===== src/rtl/spi_slave_bridge_if.sv =====
`default_nettype none
// ============================================================================
//  Module   : spi_slave_bridge_if
//  Brief    : SPI pins plus parallel word port between the bridge and its user
//  Revision : 1.0
// ============================================================================
interface spi_slave_bridge_if #(
    parameter int DATA_W = 8
);
    logic              sclk;
    logic              cs_n;
    logic              mosi;
    logic              miso;
    logic              miso_oe;
    logic              byte_sync;
    logic [DATA_W-1:0] data_in;
    logic [DATA_W-1:0] data_out;
    logic              frame_err;
    logic              busy;

    modport slave (
        input  sclk, cs_n, mosi, data_out,
        output miso, miso_oe, byte_sync, data_in, frame_err, busy
    );

    modport master (
        output sclk, cs_n, mosi, data_out,
        input  miso, miso_oe, byte_sync, data_in, frame_err, busy
    );
endinterface
`default_nettype wire


===== src/rtl/spi_slave_bridge.sv =====
`default_nettype none
// ============================================================================
//  Module   : spi_slave_bridge
//  Brief    : SPI slave with input synchronisers, all four CPOL/CPHA modes,
//             configurable word width/bit order and framing-error reporting
//  Revision : 1.0
// ============================================================================
module spi_slave_bridge #(
    parameter int DATA_W      = 8,
    parameter bit CPOL        = 1'b0,
    parameter bit CPHA        = 1'b0,
    parameter bit MSB_FIRST   = 1'b1,
    parameter int SYNC_STAGES = 2
) (
    input  logic              clk,
    input  logic              rst_n,
    spi_slave_bridge_if.slave bus
);
    localparam int               CNT_W      = $clog2(DATA_W);
    localparam logic [CNT_W-1:0] c_LAST_BIT = CNT_W'(DATA_W - 1);
    localparam logic [0:0]       c_IDLE     = 1'b0;
    localparam logic [0:0]       c_ACTIVE   = 1'b1;

    logic [SYNC_STAGES-1:0] r_sclk_sync;
    logic [SYNC_STAGES-1:0] r_cs_sync;
    logic [SYNC_STAGES-1:0] r_mosi_sync;
    logic                   r_sclk_d;

    logic [0:0]        r_state;
    logic [CNT_W-1:0]  r_bit_cnt;
    logic [DATA_W-1:0] r_rx_sr;
    logic [DATA_W-1:0] r_tx_sr;
    logic [DATA_W-1:0] r_data_in;
    logic              r_miso;
    logic              r_byte_sync;
    logic              r_frame_err;

    logic              w_sclk_s;
    logic              w_cs_s;
    logic              w_mosi_s;
    logic              w_lead;
    logic              w_trail;
    logic              w_sample;
    logic              w_shift;
    logic              w_tx_first;
    logic              w_tx_next;
    logic [DATA_W-1:0] w_tx_shift;
    logic [DATA_W-1:0] w_rx_next;

    // Chains reset to the bus idle levels so no false edge or select appears on release.
    always_ff @(posedge clk or negedge rst_n) begin
        if (!rst_n) begin
            r_sclk_sync <= {SYNC_STAGES{CPOL}};
            r_cs_sync   <= '1;
            r_mosi_sync <= '0;
            r_sclk_d    <= CPOL;
        end else begin
            r_sclk_sync <= {r_sclk_sync[SYNC_STAGES-2:0], bus.sclk};
            r_cs_sync   <= {r_cs_sync[SYNC_STAGES-2:0], bus.cs_n};
            r_mosi_sync <= {r_mosi_sync[SYNC_STAGES-2:0], bus.mosi};
            r_sclk_d    <= r_sclk_sync[SYNC_STAGES-1];
        end
    end

    assign w_sclk_s = r_sclk_sync[SYNC_STAGES-1];
    assign w_cs_s   = r_cs_sync[SYNC_STAGES-1];
    assign w_mosi_s = r_mosi_sync[SYNC_STAGES-1];

    assign w_lead   = (w_sclk_s != CPOL) && (r_sclk_d == CPOL);
    assign w_trail  = (w_sclk_s == CPOL) && (r_sclk_d != CPOL);
    assign w_sample = CPHA ? w_trail : w_lead;
    assign w_shift  = CPHA ? w_lead  : w_trail;

    assign w_tx_first = MSB_FIRST ? bus.data_out[DATA_W-1] : bus.data_out[0];
    assign w_tx_next  = MSB_FIRST ? r_tx_sr[DATA_W-2]      : r_tx_sr[1];
    assign w_tx_shift = MSB_FIRST ? {r_tx_sr[DATA_W-2:0], 1'b0}
                                  : {1'b0, r_tx_sr[DATA_W-1:1]};
    assign w_rx_next  = MSB_FIRST ? {r_rx_sr[DATA_W-2:0], w_mosi_s}
                                  : {w_mosi_s, r_rx_sr[DATA_W-1:1]};

    always_ff @(posedge clk or negedge rst_n) begin
        if (!rst_n) begin
            r_state     <= c_IDLE;
            r_bit_cnt   <= '0;
            r_rx_sr     <= '0;
            r_tx_sr     <= '0;
            r_data_in   <= '0;
            r_miso      <= 1'b0;
            r_byte_sync <= 1'b0;
            r_frame_err <= 1'b0;
        end else begin
            r_byte_sync <= 1'b0;
            r_frame_err <= 1'b0;
            case (r_state)
                c_IDLE: begin
                    if (!w_cs_s) begin
                        r_state   <= c_ACTIVE;
                        r_bit_cnt <= '0;
                        r_rx_sr   <= '0;
                        if (!CPHA) begin
                            r_tx_sr <= bus.data_out;
                            r_miso  <= w_tx_first;
                        end
                    end
                end
                c_ACTIVE: begin
                    // Deselect takes priority over any edge seen in the same cycle.
                    if (w_cs_s) begin
                        r_state   <= c_IDLE;
                        r_miso    <= 1'b0;
                        r_bit_cnt <= '0;
                        r_rx_sr   <= '0;
                        if (r_bit_cnt != '0) begin
                            r_frame_err <= 1'b1;
                        end
                    end else if (w_sample) begin
                        r_rx_sr <= w_rx_next;
                        if (r_bit_cnt == c_LAST_BIT) begin
                            r_data_in   <= w_rx_next;
                            r_byte_sync <= 1'b1;
                            r_bit_cnt   <= '0;
                        end else begin
                            r_bit_cnt <= r_bit_cnt + CNT_W'(1);
                        end
                    end else if (w_shift) begin
                        // Count of zero marks a word boundary: fetch a fresh reply word.
                        if (r_bit_cnt == '0) begin
                            r_tx_sr <= bus.data_out;
                            r_miso  <= w_tx_first;
                        end else begin
                            r_tx_sr <= w_tx_shift;
                            r_miso  <= w_tx_next;
                        end
                    end
                end
                default: r_state <= c_IDLE;
            endcase
        end
    end

    assign bus.miso      = r_miso;
    assign bus.miso_oe   = (r_state == c_ACTIVE);
    assign bus.busy      = (r_state == c_ACTIVE);
    assign bus.byte_sync = r_byte_sync;
    assign bus.data_in   = r_data_in;
    assign bus.frame_err = r_frame_err;
endmodule
`default_nettype wire

===== src/flat_wrapper.sv =====
// flat-port wrapper written by rule: the top's interface ports become plain ports
module spi_slave_bridge_flat 
#(
    parameter int DATA_W      = 8,
    parameter bit CPOL        = 1'b0,
    parameter bit CPHA        = 1'b0,
    parameter bit MSB_FIRST   = 1'b1,
    parameter int SYNC_STAGES = 2
)
  (clk, rst_n, bus_sclk, bus_cs_n, bus_mosi, bus_data_out, bus_miso, bus_miso_oe, bus_byte_sync, bus_data_in, bus_frame_err, bus_busy);
  spi_slave_bridge_if #(.DATA_W(DATA_W)) bus_i ();
  input  logic clk;
  input  logic rst_n;
  input wire logic [$bits(bus_i.sclk)-1:0] bus_sclk;
  input wire logic [$bits(bus_i.cs_n)-1:0] bus_cs_n;
  input wire logic [$bits(bus_i.mosi)-1:0] bus_mosi;
  input wire logic [$bits(bus_i.data_out)-1:0] bus_data_out;
  output wire logic [$bits(bus_i.miso)-1:0] bus_miso;
  output wire logic [$bits(bus_i.miso_oe)-1:0] bus_miso_oe;
  output wire logic [$bits(bus_i.byte_sync)-1:0] bus_byte_sync;
  output wire logic [$bits(bus_i.data_in)-1:0] bus_data_in;
  output wire logic [$bits(bus_i.frame_err)-1:0] bus_frame_err;
  output wire logic [$bits(bus_i.busy)-1:0] bus_busy;
  assign bus_i.sclk = bus_sclk;
  assign bus_i.cs_n = bus_cs_n;
  assign bus_i.mosi = bus_mosi;
  assign bus_i.data_out = bus_data_out;
  assign bus_miso = bus_i.miso;
  assign bus_miso_oe = bus_i.miso_oe;
  assign bus_byte_sync = bus_i.byte_sync;
  assign bus_data_in = bus_i.data_in;
  assign bus_frame_err = bus_i.frame_err;
  assign bus_busy = bus_i.busy;
  spi_slave_bridge #(.DATA_W(DATA_W), .CPOL(CPOL), .CPHA(CPHA), .MSB_FIRST(MSB_FIRST), .SYNC_STAGES(SYNC_STAGES)) u_core (.clk(clk), .rst_n(rst_n), .bus(bus_i));
endmodule

===== config.mk =====
export PLATFORM = sky130hd
export DESIGN_NAME = spi_slave_bridge_flat
export DESIGN_NICKNAME = d
export VERILOG_FILES = /design/src/rtl/spi_slave_bridge_if.sv /design/src/rtl/spi_slave_bridge.sv /design/src/flat_wrapper.sv
export SDC_FILE = /design/constraint.sdc
export NUM_CORES = 1
export LEC_CHECK = 0
export ABC_AREA = 1
export CAP_MARGIN = 20
export CORE_ASPECT_RATIO = 0.7
export CORE_MARGIN = 4
export CORE_UTILIZATION = 45
export CTS_CLUSTER_SIZE = 14
export DETAILED_ROUTE_END_ITERATION = 12
export PLACE_DENSITY_LB_ADDON = 0.2
export SYNTH_ARGS = -nofsm -noshare
export SYNTH_HDL_FRONTEND = slang
export SYNTH_SLANG_ARGS = --single-unit

===== constraint.sdc =====
create_clock -name clk -period 1.15 [get_ports clk]
set_input_delay 0.23 -clock clk [delete_from_list [all_inputs] [get_ports clk]]
set_output_delay 0.23 -clock clk [all_outputs]
set_load 0.01 [all_outputs]

==> results of run 1 <==
==> cell usage in the layout, fill, tap and decap left out, drive strengths merged <==
cell type | synthesis | layout
clkdlybuf4s15 | 0 | 2
clkinvlp | 0 | 1
inv | 31 | 30
o21ai | 17 | 17
nand2 | 51 | 53
ha | 3 | 3
nor2 | 6 | 7
dfstp | 2 | 2
buf | 3 | 32
clkdlybuf4s50 | 0 | 12
nand3 | 19 | 20
dfrtp | 34 | 34
clkbuf | 0 | 14
==> worst max-delay path, stage by stage, from the launching register on <==
cell and delay [ps]:
dfrtp_1 370, ha_2 190, ha_4 120, inv_2 40, nor2_4 150, nand2_4 100, buf_4 150, o21ai_2 90
==> final cells by class <==
type / instances / area share
well taps: 38 / 0.0207
clock buffers: 7 / 0.0419
flip-flops and latches: 36 / 0.393
inverters: 31 / 0.0523
repair buffers: 53 / 0.200
multi-input cells: 100 / 0.292
==> metrics by stage <==
| stage | worst slack (ps) | TNS, ps | cells | total power, mW |
|---|---|---|---|---|
| finish | -136 | -2310 | 265 | 2.71 |
| global placement | -223 | -3120 | 243 | 1.67 |
| CTS | -148 | -2010 | 258 | 2.69 |
| global route | -214 | -3740 | 265 | 2.85 |
| detailed placement | -281 | -4190 | 243 | 1.69 |
| floorplan | -82.1 | -554 | 166 | 1.53 |
==> power groups by stage <==
stage                     logic [mW]  registers (mW)  clock network [mW]
final                          0.392            1.37               0.950
after floorplan                0.131            1.39                   0
after global placement         0.282            1.39                   0
after detailed placement       0.290            1.40                   0
after CTS                      0.350            1.37               0.974
after global routing           0.433            1.38                1.04
==> worst paths after layout <==
check | start | end | slack, ps | depth (start not counted)
min reg2reg | u_core.r_mosi_sync[0] | u_core.r_mosi_sync[1] | 350 | 0
max reg2reg | u_core.r_bit_cnt[0] | u_core.bus.data_in[2] | -140 | 7
max | u_core.r_bit_cnt[0] | u_core.bus.data_in[2] | -140 | 7
min | rst_n | u_core.bus.data_in[6] | 310 | 2
max in group asynchronous | rst_n | u_core.r_cs_sync[1] | 600 | 2
min in group clk | u_core.r_mosi_sync[0] | u_core.r_mosi_sync[1] | 350 | 0
==> registers in the layout (all words and copies together), names as in the netlist <==
register              cells
u_core.bus.data_in        8
u_core.bus.byte_sync      1
u_core.r_mosi_sync        2
u_core.r_sclk_sync        2
u_core.bus.busy           1
u_core.r_rx_sr            7
u_core.r_sclk_d           1
u_core.bus.miso           1
u_core.r_cs_sync          2
u_core.r_tx_sr            7
u_core.r_bit_cnt          3
u_core.bus.frame_err      1
==> cells by family after synthesis <==
group	count (synthesis)	share of synthesized area
buf+inv	34	0.0939
fa+ha+maj	3	0.0247
flops	36	0.595
compound gates	17	0.0733
simple gates	76	0.213
==> per-layer routing <==
layer  vias up  wire length (microns)
met4         0                     74
met1       613                   1660
met2        35                   1680
met5         -                      0
li1        636                      -
met3         7                    244
==> repair_timing <==
| action | CTS | global route |
|---|---|---|
| setup endpoints to repair | 41 | 39 |
| setup buffers | 6 | 5 |
| pin swaps | 8 | 4 |
| gates resized for setup | 67 | 31 |
| cloned | 2 | 2 |
==> qor.csv, run 1 <==
stage;metric;value;unit
clock_network;insertion_delay;290;ps
sta;slew_headroom;0.868;
grt;grt_use_met1;0.238;
outcome;outcome;finished, violations left;
placed_design;dp_hpwl;2120;microns
grt;grtUsageMet2;0.256;
grt;grt_pass1_wl;5990;microns
clock_network;ctsHtreeMaxLevel;2;
clock_network;path_clk_slew;70;ps
detailed_routing;drc_errors;0;
logic_synthesis;synth_top_area_frac;0.560;
floorplanning;start_util;0.476;
sta;min_period_over_period;1.12;
logic_synthesis;ys_types;14;
power;p_int;2.05;mW
floorplanning;dieWidth;77.4;microns
min_path;hold_class;primary input to asynchronous set/reset pin;
grt;grt_antenna_before_repair;0;
layout;fill_cells;219;
placed_design;gp_congestion;0.767;
layout;post-route-util;0.720;
sta;setup_viol_count_final;28;
sta;fmax;777;MHz
detailed_routing;viasPerCell;4.87;
floorplanning;rows;17;
grt;top_usage_layer;met2;
detailed_routing;drt_iter0_drc;110;
logic_synthesis;synthTopCellsByArea;dfrtp_1 (56%), nand2_1 (12%), inv_1 (7.7%), nand3_1 (5.6%), o21ai_2 (4.0%);
logic_synthesis;netlist_top_cells_count;nand2_1 (50), dfrtp_1 (34), inv_1 (31);
logic_synthesis;synth_area_leader_cell;dfrtp_1;
grt;grt.total_usage;0.176;
layout;areaGrowthSynthToFinish;51.3;%
setup_path;crit_path_start_kind;flop;
power;power_switching;664;uW
power;irDropWorstVdd;0.000685;V
setup_path;cp_max_fo;8;
detailed_routing;wire_per_inst;13.8;microns
logic_synthesis;synth.avg_cell_area;9.15;sq um
logic_synthesis;synth_ff_type;dfrtp_1;
logic_synthesis;syn_area;0.00152;sq mm
sta;rsz0062_at_grt;true;
detailed_routing;firstDrtPassIters;4;
logic_synthesis;ys_seq_elements;36;
grt;grt_pass1_vias;1351;
layout;drive_gt1_frac;0.401;
layout;multiInputGateArea;672;sq um
clock_network;cts_tree;built;
placed_design;numPortBuffers;25;
logic_synthesis;synthCells;166;
grt;grt_start_max_net_pins;37;
setup_path;critical_path_class;flop to flop;
sta;hold_viol_final;0;
power;powerDensity;1180;mW/mm^2
floorplanning;ios;26;
job;cap_violations;0;
setup_path;crit_arrival;1510;ps
sta;finalCriticalPeriod;1290;ps
power;power_frac_comb;0.144;
sta;maxSlewViolCount;0;
sta;worst_slack;-136;ps
clock_network;cts.sinks;36;
logic_synthesis;ys_seq_area_frac;0.595;
logic_synthesis;synth_edf_count;0;
floorplanning;core_area;0.00319;sq mm
grt;use_met3;0.0513;
detailed_routing;drtAntennaViolNets;0;
clock_network;cts_buffers;5;
power;p_leak;1.18;nW
clock_network;cts-root-buf;clkbuf_8;
logic_synthesis;yosysWarnings;0;
clock_network;cts_max_path_buffers;2;
sta;fin_skew;2.33;ps
setup_path;required;1370;ps
detailed_routing;vias;1291;
logic_synthesis;async_flop_share;1.00;
outcome;violations;negative setup slack;
power;p_seq_frac;0.506;
sta;worst_pin_slew;198;ps
clock_network;holdBufCountCts;0;
placed_design;place_area;0.00196;sq mm
logic_synthesis;synth_fp_nets;182;
floorplanning;dieArea;0.00438;sq mm
floorplanning;chipHeight;56.6;microns
power;switching_share;0.245;
layout;diodes;0;
sta;hold_slack;314;ps
layout;fin_area;0.00230;sq mm
logic_synthesis;yosysMostFrequentCell;nand2_1;
layout;final_nets;243;
grt;grt_overflow;0;
layout;ff_latch_area;903;sq um
setup_path;end_kind;flop;
detailed_routing;drt_wl_total;3650;microns
power;clock_power_share;0.350;
Power figures use the tool's default switching activity.
==> run 2: changes to the inputs <==
--- a/config.mk
+++ b/config.mk
@@ -13,6 +13,8 @@
 export CTS_CLUSTER_SIZE = 14
 export DETAILED_ROUTE_END_ITERATION = 12
 export PLACE_DENSITY_LB_ADDON = 0.2
+export RECOVER_POWER = 50
 export SYNTH_ARGS = -nofsm -noshare
 export SYNTH_HDL_FRONTEND = slang
 export SYNTH_SLANG_ARGS = --single-unit
+export TNS_END_PERCENT = 10
==> qor.csv, run 2 (synthesized netlist as in run 1, its figures left out) <==
stage;metric;value;unit;change
floorplanning;dieWidth;77.4;microns;unchanged
layout;largest_reg_flops;8;;unchanged
floorplanning;core_area;0.00319;sq mm;unchanged
job;cap_violations;0;;unchanged
layout;most-common-layout-cells;nand2_1 (43), dfrtp_1 (34), inv_1 (28), nand3_1 (16), buf_4 (12);;
placed_design;dp_hpwl;2220;microns;+4.8%
grt;grt_antenna_before_repair;0;;unchanged
grt;grt_overflow;0;;unchanged
min_path;holdPathStages;0;;
power;irDropWorstVdd;0.000858;V;+25%
grt;grt_start_max_net_pins;37;;unchanged
setup_path;required;1370;ps;about the same
setup_path;critical_path_class;flop to flop;;
floorplanning;ios;26;;unchanged
sta;min_period_over_period;1.14;;+0.0206
clock_network;cts-root-buf;clkbuf_8;;
layout;diodes;0;;unchanged
setup_path;r2r-end;u_core.bus.data_in[6];;
power;p_seq_frac;0.492;;-0.014
power;powerDensity;1330;mW/mm^2;+12%
placed_design;numPortBuffers;25;;unchanged
power;power_switching;677;uW;+2.0%
clock_network;path_clk_slew;80;ps;about the same
detailed_routing;drt_iter0_drc;76;;-31%
layout;post-route-util;0.658;;-0.0624
detailed_routing;viasPerCell;4.76;;-2.2%
grt;grt_pass1_wl;5660;microns;-5.4%
floorplanning;rows;17;;unchanged
floorplanning;chipHeight;56.6;microns;unchanged
setup_path;r2r_slack;-160;ps;-20 ps
floorplanning;dieArea;0.00438;sq mm;unchanged
clock_network;cts_max_path_buffers;2;;unchanged
clock_network;cts_buffers;5;;unchanged
placed_design;gp_congestion;0.742;;-3.2%
floorplanning;start_util;0.476;;unchanged
sta;fmax;763;MHz;-1.8%
sta;slew_headroom;0.682;;-0.186
detailed_routing;drc_errors;0;;unchanged
power;switching_share;0.243;;-0.00170
layout;drive_gt1_frac;0.329;;-0.0722
power;p_leak;1.11;nW;-6.0%
sta;finalCriticalPeriod;1310;ps;+23.7 ps
setup_path;end_kind;flop;;
sta;fin_skew;5.33;ps;+3.00 ps
sta;hold_viol_final;0;;unchanged
detailed_routing;firstDrtPassIters;4;;unchanged
clock_network;insertion_delay;290;ps;about the same
layout;final_nets;231;;-4.9%
clock_network;cts.sinks;36;;unchanged
setup_path;ff2ff_path_depth;7;;unchanged
power;power_frac_comb;0.110;;-0.034
sta;rsz0062_at_grt;true;;
power;p_int;2.11;mW;+2.9%
layout;final_common_cell;nand2_1;;
outcome;violations;negative setup slack;;
sta;worst_pin_slew;477;ps;+279 ps
setup_path;cp_max_fo;8;;unchanged
setup_path;crit_path_start_kind;flop;;
min_path;min_from;u_core.r_cs_sync[0];;
detailed_routing;vias;1210;;-6.3%
detailed_routing;drt_wl_total;3270;microns;-10%
layout;areaGrowthSynthToFinish;38.2;%;
min_path;worstHoldEndpoint;u_core.r_cs_sync[1];;
detailed_routing;drtAntennaViolNets;0;;unchanged
sta;maxSlewViolCount;0;;unchanged
setup_path;rr_startpoint;u_core.r_bit_cnt[1];;
sta;worst_slack;-160;ps;-23.7 ps
layout;instances_no_fill;254;;-4.2%
outcome;outcome;finished, violations left;;
detailed_routing;wire_per_inst;12.9;microns;-6.5%
placed_design;placedCellCount;242;;-0.41%
clock_network;ctsHtreeMaxLevel;2;;unchanged
sta;hold_slack;359;ps;+45.2 ps
min_path;hold_class;flop to flop;;
sta;setup_viol_count_final;27;;-3.6%
power;clock_power_share;0.398;;+0.048
clock_network;cts_tree;built;;
setup_path;crit_arrival;1530;ps;+20 ps
clock_network;holdBufCountCts;0;;unchanged
grt;grt_pass1_vias;1194;;-12%
grt;grt.total_usage;0.171;;-0.00468
==> run 2: cell types whose count changed in the layout (fill, tap and decap cells not counted), moves of 5 or more <==
cell,before,now
buf_2,3,9
buf_4,18,12
o21ai_2,14,8
o21ai_1,3,9
buf_6,10,5
==> run 2: per-stage QoR <==
stage               setup TNS, ps  power [mW]  instance area, sq um  setup WS [ps]
floorplan                   -1050        1.52                  1540          -82.1
global placement            -4170        1.67                  1950           -219
detailed placement          -5380        1.68                  1950           -287
CTS                         -2150        2.81                  2130           -145
global route                -4190        2.91                  2100           -209
finish                      -2280        2.79                  2100           -160
==> run 2: how the worst max path moves through the flow <==
stage,end,cells past startpoint,slack (ps),startpoint
CTS,u_core.bus.data_in[1],7,-150,u_core.r_bit_cnt[1]
finish,u_core.bus.data_in[6],7,-160,u_core.r_bit_cnt[1]
floorplan,u_core.bus.data_in[5],8,-80,u_core.r_bit_cnt[0]
detailed placement,u_core.bus.data_in[1],7,-290,u_core.r_bit_cnt[1]
global placement,u_core.bus.data_in[2],7,-220,u_core.r_bit_cnt[1]
global route,u_core.r_tx_sr[2],8,-210,u_core.r_bit_cnt[1]
==> run 2: critical path: stages (launching register included) <==
cell	delay, ps
dfrtp_1	360
ha_2	190
ha_4	120
inv_2	40
nor2_4	150
nand2_4	120
buf_4	160
o21ai_2	100
==> run 2: timing repair <==
action                     CTS  global route
cloned                       2             0
setup endpoints to repair   41            34
buffers inserted             2             0
pin swaps                    8             1
gates resized for setup     73            11
==> run 2: cell type report <==
type,instances,area [sq um]
Sequential cell,36,903
Clock buffer,5,68.8
Tap cell,38,47.5
Multi-Input combinational cell,98,582
Clock inverter,3,42.5
Inverter,31,116
Timing Repair Buffer,43,339
Fill cell,261,1090
==> run 2: power by group through the flow <==
stage / sequential, mW / clock [mW] / combinational, mW
floorplan: 1.39 / 0 / 0.129
global placement: 1.39 / 0 / 0.274
detailed placement: 1.40 / 0 / 0.283
CTS: 1.37 / 1.13 / 0.314
global route: 1.38 / 1.18 / 0.350
finish: 1.37 / 1.11 / 0.307
==> run 2: per-layer routing <==
| metal | global-route usage | vias up | wire [microns] |
|---|---|---|---|
| li1 | - | 607 | - |
| met1 | 0.227 | 569 | 1460 |
| met2 | 0.262 | 30 | 1580 |
| met3 | 0.0625 | 4 | 211 |
| met4 | 0.0533 | 0 | 29 |
| met5 | 0 | - | 0 |
